[src/rtl/seq_pkg.sv]
// Shared definitions for the serial sequence generator/detector family:
// FSM state encoding and default geometry constants.
package seq_pkg;

  typedef enum logic [1:0] {
    IDLE  = 2'd0,
    SHIFT = 2'd1,
    GAP   = 2'd2,
    DONE  = 2'd3
  } seq_state_t;

  localparam int SEQ_WIDTH      = 8;
  localparam int SEQ_GAP_CYCLES = 1;

endpackage

[src/rtl/seq_pattern_tx_piso_shift.sv]
// Parallel-load, MSB-first shift register; load takes priority over shift.
module piso_shift #(
  parameter int WIDTH = 8
) (
  input  logic             clk,
  input  logic             rst,
  input  logic             load,
  input  logic             shift,
  input  logic [WIDTH-1:0] data,
  output logic             msb
);

  logic [WIDTH-1:0] sr;

  always_ff @(posedge clk or posedge rst) begin
    if (rst) begin
      sr <= '0;
    end else if (load) begin
      sr <= data;
    end else if (shift) begin
      sr <= sr << 1;
    end
  end

  assign msb = sr[WIDTH-1];

endmodule

[src/rtl/seq_pattern_tx.sv]
// Serial pattern transmitter: sends the low len bits of pattern MSB-first,
// repeat_n extra times with GAP_CYCLES idle cycles between transmissions.
module seq_pattern_tx
  import seq_pkg::*;
#(
  parameter int WIDTH      = SEQ_WIDTH,
  parameter int LEN_W      = 4,
  parameter int RPT_W      = 4,
  parameter int GAP_CYCLES = SEQ_GAP_CYCLES
) (
  input  logic             clk,
  input  logic             rst,
  input  logic             start,
  input  logic [WIDTH-1:0] pattern,
  input  logic [LEN_W-1:0] len,
  input  logic [RPT_W-1:0] repeat_n,
  output logic             out,
  output logic             out_valid,
  output logic             busy,
  output logic             done
);

  localparam int GAP_W = $clog2(GAP_CYCLES + 2);
  localparam logic [GAP_W-1:0] GAP_LAST = GAP_W'(GAP_CYCLES > 0 ? GAP_CYCLES - 1 : 0);

  seq_state_t       state;
  logic [WIDTH-1:0] pat_reg;
  logic [LEN_W-1:0] last_idx_reg;
  logic [LEN_W-1:0] bit_cnt_reg;
  logic [RPT_W-1:0] rpt_cnt_reg;
  logic [GAP_W-1:0] gap_cnt_reg;

  logic [LEN_W-1:0] eff_len;
  logic [WIDTH-1:0] aligned;
  logic [WIDTH-1:0] reload_src;
  logic             restart;
  logic             piso_load;
  logic             piso_shift_en;
  logic             piso_msb;

  always_comb begin
    eff_len = len;
    if (len == '0 || len > LEN_W'(WIDTH)) begin
      eff_len = LEN_W'(WIDTH);
    end
  end

  // The active field is left-aligned so the shifter always emits from its MSB.
  assign aligned    = pattern << (LEN_W'(WIDTH) - eff_len);
  assign reload_src = (state == IDLE) ? aligned : pat_reg;

  assign restart = ((state == SHIFT) && (bit_cnt_reg == '0) && (rpt_cnt_reg != '0) &&
                    (GAP_CYCLES == 0)) ||
                   ((state == GAP) && (gap_cnt_reg == '0));

  // The bit on out is driven directly at load time, so the shifter holds the rest.
  assign piso_load     = ((state == IDLE) && start) || restart;
  assign piso_shift_en = (state == SHIFT) && (bit_cnt_reg != '0);

  piso_shift #(
    .WIDTH (WIDTH)
  ) u_piso (
    .clk   (clk),
    .rst   (rst),
    .load  (piso_load),
    .shift (piso_shift_en),
    .data  (reload_src << 1),
    .msb   (piso_msb)
  );

  always_ff @(posedge clk or posedge rst) begin
    if (rst) begin
      state        <= IDLE;
      pat_reg      <= '0;
      last_idx_reg <= '0;
      bit_cnt_reg  <= '0;
      rpt_cnt_reg  <= '0;
      gap_cnt_reg  <= '0;
      out          <= 1'b0;
      out_valid    <= 1'b0;
      busy         <= 1'b0;
      done         <= 1'b0;
    end else begin
      done <= 1'b0;
      case (state)
        IDLE: begin
          out       <= 1'b0;
          out_valid <= 1'b0;
          if (start) begin
            pat_reg      <= aligned;
            last_idx_reg <= eff_len - 1'b1;
            bit_cnt_reg  <= eff_len - 1'b1;
            rpt_cnt_reg  <= repeat_n;
            out          <= aligned[WIDTH-1];
            out_valid    <= 1'b1;
            busy         <= 1'b1;
            state        <= SHIFT;
          end
        end
        SHIFT: begin
          if (bit_cnt_reg != '0) begin
            out         <= piso_msb;
            bit_cnt_reg <= bit_cnt_reg - 1'b1;
          end else if (rpt_cnt_reg == '0) begin
            out       <= 1'b0;
            out_valid <= 1'b0;
            done      <= 1'b1;
            state     <= DONE;
          end else if (GAP_CYCLES == 0) begin
            rpt_cnt_reg <= rpt_cnt_reg - 1'b1;
            out         <= pat_reg[WIDTH-1];
            bit_cnt_reg <= last_idx_reg;
          end else begin
            out         <= 1'b0;
            out_valid   <= 1'b0;
            gap_cnt_reg <= GAP_LAST;
            state       <= GAP;
          end
        end
        GAP: begin
          if (gap_cnt_reg != '0) begin
            gap_cnt_reg <= gap_cnt_reg - 1'b1;
          end else begin
            rpt_cnt_reg <= rpt_cnt_reg - 1'b1;
            out         <= pat_reg[WIDTH-1];
            out_valid   <= 1'b1;
            bit_cnt_reg <= last_idx_reg;
            state       <= SHIFT;
          end
        end
        DONE: begin
          busy  <= 1'b0;
          state <= IDLE;
        end
        default: state <= IDLE;
      endcase
    end
  end

endmodule
[config.mk]
export PLATFORM = sky130hd
export DESIGN_NAME = seq_pattern_tx
export DESIGN_NICKNAME = d
export VERILOG_FILES = /design/src/rtl/seq_pkg.sv /design/src/rtl/seq_pattern_tx_piso_shift.sv /design/src/rtl/seq_pattern_tx.sv
export SDC_FILE = /design/constraint.sdc
export NUM_CORES = 1
export LEC_CHECK = 0
export ABC_AREA = 0
export CORE_MARGIN = 8
export CORE_UTILIZATION = 55
export CTS_CLUSTER_DIAMETER = 150
export CTS_CLUSTER_SIZE = 14
export DETAILED_ROUTE_END_ITERATION = 8
export PLACE_DENSITY = 0.8
export SYNTH_ARGS = -nofsm -noshare
export SYNTH_HDL_FRONTEND = slang
export SYNTH_HIERARCHICAL = 1
export SYNTH_SLANG_ARGS = --single-unit
[constraint.sdc]
create_clock -name clk -period 2.4 [get_ports clk]
set_input_delay 0.72 -clock clk [delete_from_list [all_inputs] [get_ports clk]]
set_output_delay 0.72 -clock clk [all_outputs]
set_load 0.01 [all_outputs]
Word-level counts from Yosys, hierarchy flattened
Cells that the tools add are included.

Bits in registers: 36. Input port bits: 19. Output and inout bits: 4. Logic and storage cells: 84.

$add $sub $neg: 5. Order comparisons: 1. Equal/unequal tests: 9. Shift operators: 1. Multiplexer cells: 33. Reduce and logical (&&, ||, !) cells: 24.

Operators with widths (count): $mux 4 (6); $mux 8 (2); $mux 2 (6); $pmux 4 s3 (1); $sub 4x1->4 const B (3); $mux 1 (11); $reduce_bool 2->1 (5); $reduce_and 3->1 (3); $logic_not 4->1 (2); $ne 2x2->1 const B (4); $pmux 2 s4 (1); $pmux 4 s2 (1); $reduce_and 4->1 (2); $shl 8x4->8 (1); $mux 7 (1); $pmux 1 s3 (2); $reduce_and 2->1 (3); $eq 2x2->1 const B (2); $gt 4x4->1 const B (1); $logic_not 2->1 (2); $ne 2x1->1 const B (2); $pmux 2 s2 (1); $reduce_bool 4->1 (1); $sub 4x4->4 const A (1); other kinds (6) (9).

Depth between registers and ports, before layout
Depth after elaboration: 7. Gate-level depth with buffers: 11. Gate-level depth less buffers: 10.

Hierarchy
The synthesis kept the hierarchy.

Modules (own cells, without submodules): seq_pattern_tx (instances 1, cells each 203, area each 1829.3 um^2, seq. area each 700.7 um^2); piso_shift (instances 1, cells each 35, area each 372.9 um^2, seq. area each 200.2 um^2).

Least setup slack after synthesis
OpenSTA, ideal clock, no wires.

Path type: input to register. Start point: in len[0]. End point: reg u_piso.sr[7]. Setup time: 126 ps. Data arrival time: 2362 ps. Data required time: 2274 ps. Path slack: -88 ps. Stages: 9. Buffers on the path: 1. Cells stage by stage: nor2b_4 > inv_6 > ha_1 > buf_2 > mux4_2 > o21ai_0 > a21oi_1 > nand2_1 > o21ai_1.

Cells in the longest elaborated chain, start to end: 7. Elaborated cells between the ends (all ways): 8.

Ends and longest elaborated chain: from (decl) (line seq_pattern_tx.sv:15) `input logic [LEN_W-1:0] len,`; $gt 4x4->1 / $logic_not 4->1 (equally long branches) (line seq_pattern_tx.sv:43) `if (len == '0 || len > LEN_W'(WIDTH)) begin`; $logic_or 1x1->1 (line seq_pattern_tx.sv:43); $mux 4 * (line seq_pattern_tx.sv:43); $sub 4x4->4 * (line seq_pattern_tx.sv:49) `assign aligned = pattern << (LEN_W'(WIDTH) - eff_len);`; $shl 8x4->8 * (line seq_pattern_tx.sv:49); $mux 7 * (line seq_pattern_tx.sv:50) `assign reload_src = (state == IDLE) ? aligned : pat_reg;`; named net reload_src[6] (line seq_pattern_tx.sv:35) `logic [WIDTH-1:0] reload_src;`; $mux 8 * (line seq_pattern_tx_piso_shift.sv:18) `end else if (load) begin`; to (signal assigned) (line seq_pattern_tx_piso_shift.sv:19) `sr <= data;`; to (signal assigned) (line seq_pattern_tx_piso_shift.sv:21) `sr <= sr << 1;`; to (decl) (line seq_pattern_tx_piso_shift.sv:13) `logic [WIDTH-1:0] sr;`.

The timed path passes the listed nets; every way through them passes the cells marked *. A chain may end at the register's enable or synchronous reset.

Worst setup path after layout
Start point: in len[3]. End point: reg u_piso.sr[5].

The elaborated chain is that of the path after synthesis.

==> impl_metrics.env <==
export IMPL_gp_congestion=0.8560
export IMPL_synthCells=238
export IMPL_antenna_found_initial=0
export IMPL_ys_flop_type="dfrtp_1"
export IMPL_finClkSkew_ps=6.362
export IMPL_combinationalPowerShare=0.496
export IMPL_post_place_ws_ps=-534.1
export IMPL_n_antenna_cell=0
export IMPL_p_switching_uw=1134
export IMPL_path_max_fanout=5
export IMPL_slowest_stage="mux4_2"
export IMPL_routed_wl_mm=4.712
export IMPL_grt_overflow=0
export IMPL_power_frac_seq=0.344
export IMPL_p_sw_frac=0.3906
export IMPL_first_iter_violations=81
export IMPL_worst_setup_path_type="in2reg"
export IMPL_io_buffers=22
export IMPL_route_detailed_drc=0
export IMPL_drive_gt1_frac=0.1775
export IMPL_cp_end_kind="register"
export IMPL_cp_arrival_ps=2470
export IMPL_ir_drop_mv=0.5024
export IMPL_power_leakage_uw=0.001292
export IMPL_grt_pass1_wl_mm=8.300
export IMPL_ys_warn_count=6
export IMPL_r2r_start="bit_cnt_reg[0]$_DFFE_PP0P_"
export IMPL_clkTransAtPathRegs_ps=70
export IMPL_yosysSeqAreaShare=0.4091
export IMPL_worst_pin_slew_ps=1090
export IMPL_min_delay_start="rpt_cnt_reg[0]$_DFFE_PP0P_"
export IMPL_num_vias=1803
export IMPL_async_flop_share=1.000
export IMPL_grt_usage=0.1620
export IMPL_min_path_cells=2
export IMPL_start_util=0.5627
export IMPL_r2r_cells=6
export IMPL_cts_sinks=36
export IMPL_worstHoldPathType="reg2reg"
export IMPL_clock_path_buffers=2
export IMPL_finalMaxSlewViolations=0
export IMPL_met2_usage=0.2802
export IMPL_min_delay_worst_endpoint="rpt_cnt_reg[0]$_DFFE_PP0P_"
export IMPL_rsz0062_at_grt="false"
export IMPL_synth_edf_count=0
export IMPL_worstPathCellList="dlygate4sd2_1, nor2b_4, inv_6, ha_4, mux4_2, a32oi_2, a21oi_1, nand2_1, o21ai_1"
export IMPL_period_minus_slack_ps=2310
export IMPL_cts_buffers_inserted=5
export IMPL_hold_violations=0
export IMPL_rows=23
export IMPL_antenna_left=0
export IMPL_period_share=0.9624
export IMPL_setup_tns_ps=0
export IMPL_final_nets=304
export IMPL_cp_required_ps=2560
export IMPL_grt_max_degree=29
export IMPL_busiest_layer="met2"
export IMPL_fp_dieH_um=79.28
export IMPL_fin_ws_ps=90.36
export IMPL_routed_via_density=5.531
export IMPL_grt_pass1_vias=1883
export IMPL_fp_dieW_um=79.28
export IMPL_cts_tree="built"
export IMPL_cts_root_buf="clkbuf_8"
export IMPL_totalPowerFinal_uw=2902
export IMPL_syn_nets=266
export IMPL_slew_headroom=0.2718
export IMPL_ys_seq_elements=36
export IMPL_r2r_end="u_piso/sr[7]$_DFFE_PP0P_"
export IMPL_powerDensity_nw_per_um2=1061
export IMPL_die_area_um2=6285
export IMPL_cts_hold_buffers_added=0
export IMPL_htree_levels=2
export IMPL_use_met3=0.03950
export IMPL_p_int_uw=1768
export IMPL_worstSetupStartpointType="primary input"
export IMPL_syn_avg_cell_area_um2=9.253
export IMPL_insertion_delay_ps=290
export IMPL_fmax_mhz=433.0
export IMPL_io_pins=23
export IMPL_grt_met1_usage=0.1900
export IMPL_area_growth_pct=24.15
export IMPL_firstDrtPassIters=4
export IMPL_setup_viol=0
export IMPL_r2r_setup_slack_ps=160
export IMPL_outcome="completed"
export IMPL_fp_coreArea_um2=3914
export IMPL_power_share_clock=0.160
export IMPL_syn_area_um2=2202
export IMPL_dpl_hpwl_mm=3.544
export IMPL_yosysUniqueCellTypes=38
export IMPL_max_stage_delay_ps=500
export IMPL_wl_per_cell_um=14.45
export IMPL_max_cap_viol_count=0
==> how the worst max path moves through the flow <==
stage | from | endpoint | cells after the start
6_report | len[3] | u_piso/sr[5]$_DFFE_PP0P_ | 9
4_1_cts | len[1] | u_piso/sr[1]$_DFFE_PP0P_ | 9
3_5_place_dp | len[3] | u_piso/sr[3]$_DFFE_PP0P_ | 10
2_1_floorplan | len[0] | u_piso/sr[5]$_DFFE_PP0P_ | 9
5_1_grt | len[3] | u_piso/sr[6]$_DFFE_PP0P_ | 11
3_3_place_gp | len[0] | u_piso/sr[3]$_DFFE_PP0P_ | 10
==> metal layers <==
layer / wire length [µm] / part of all wire
met4: 64 / 0.014
met3: 193 / 0.041
met5: 0 / 0
met1: 2078 / 0.44
met2: 2376 / 0.50
==> cell families after synthesis <==
kind of cell,count (synthesis),share of synthesized area
buffers and inverters,31,0.06363
other,1,0.001703
flip-flops,36,0.4091
adder cells (fa/ha/maj),9,0.05114
XOR/XNOR,2,0.007956
AND/OR/NAND/NOR,75,0.1585
multiplexers,30,0.1580
AO/OA/AOI/OAI,54,0.1500
==> cell type report <==
| class | count | area (µm²) |
|---|---|---|
| well taps | 50 | 62.56 |
| flip-flops and latches | 36 | 900.9 |
| fillers | 298 | 1180 |
| inverters | 20 | 80.08 |
| repair buffers | 42 | 370.4 |
| clock buffers | 7 | 96.34 |
| multi-input cells | 171 | 1224 |
==> power groups by stage <==
stage,Sequential (µW),Clock [µW],Combinational (µW)
floorplan,975,0,1090
global placement,994,0,1370
detailed placement,1010,0,1420
CTS,998,476,1430
global route,1030,499,1630
finish,998,465,1440
==> worst max-delay path, delay by kind of cell <==
kind                     cells  cell delay [ps]
AO/OA/AOI/OAI                3              390
buffers and inverters        2              320
multiplexers                 1              500
AND/OR/NAND/NOR              2              230
adder cells (fa/ha/maj)      1              300
==> timing repair <==
item	CTS	global route
endpoints found under the setup margin	5	5
buffers inserted	0	1
gates resized for setup	7	5
pin swaps	4	3
hold endpoints to repair	0	0
==> synth_stat cells, drive strengths merged, types with 2 or more instances <==
cell type / number / area share
nor2: 15 / 0.026
o21ai: 27 / 0.061
xor2: 2 / 0.0080
o211ai: 3 / 0.012
nand3: 6 / 0.014
o22a: 4 / 0.016
o31ai: 4 / 0.014
mux2: 8 / 0.041
nand2: 35 / 0.060
a21oi: 9 / 0.020
inv: 20 / 0.036
nor3: 4 / 0.0091
nand2b: 5 / 0.014
nor2b: 4 / 0.015
dfrtp: 36 / 0.41
mux2i: 19 / 0.086
a221oi: 3 / 0.012
ha: 9 / 0.051
clkbuf: 5 / 0.0085
mux4: 3 / 0.031
buf: 6 / 0.019
==> per-stage QoR <==
step / util / hold slack, ps / area [µm²] / cells
2_1_floorplan: - / 444.6 / 2221 / 238
3_3_place_gp: 0.6592 / 462.6 / 2580 / 318
3_5_place_dp: 0.6592 / 471.5 / 2580 / 318
4_1_cts: 0.6905 / 488.3 / 2703 / 325
5_1_grt: 0.6985 / 506.1 / 2734 / 326
6_report: 0.6985 / 484.5 / 2734 / 326
==> cells in the final DEF (no fill, tap or decap), drive strengths merged, types with 5 or more instances in the layout <==
cell type / instances
buf: 20
nand2: 35
nand3: 6
mux2i: 19
a21oi: 9
ha: 9
o21ai: 27
clkdlybuf4s50: 19
nand2b: 5
inv: 20
dfrtp: 36
mux2: 8
clkbuf: 7
nor2: 15
Power figures use the tool's default switching activity.
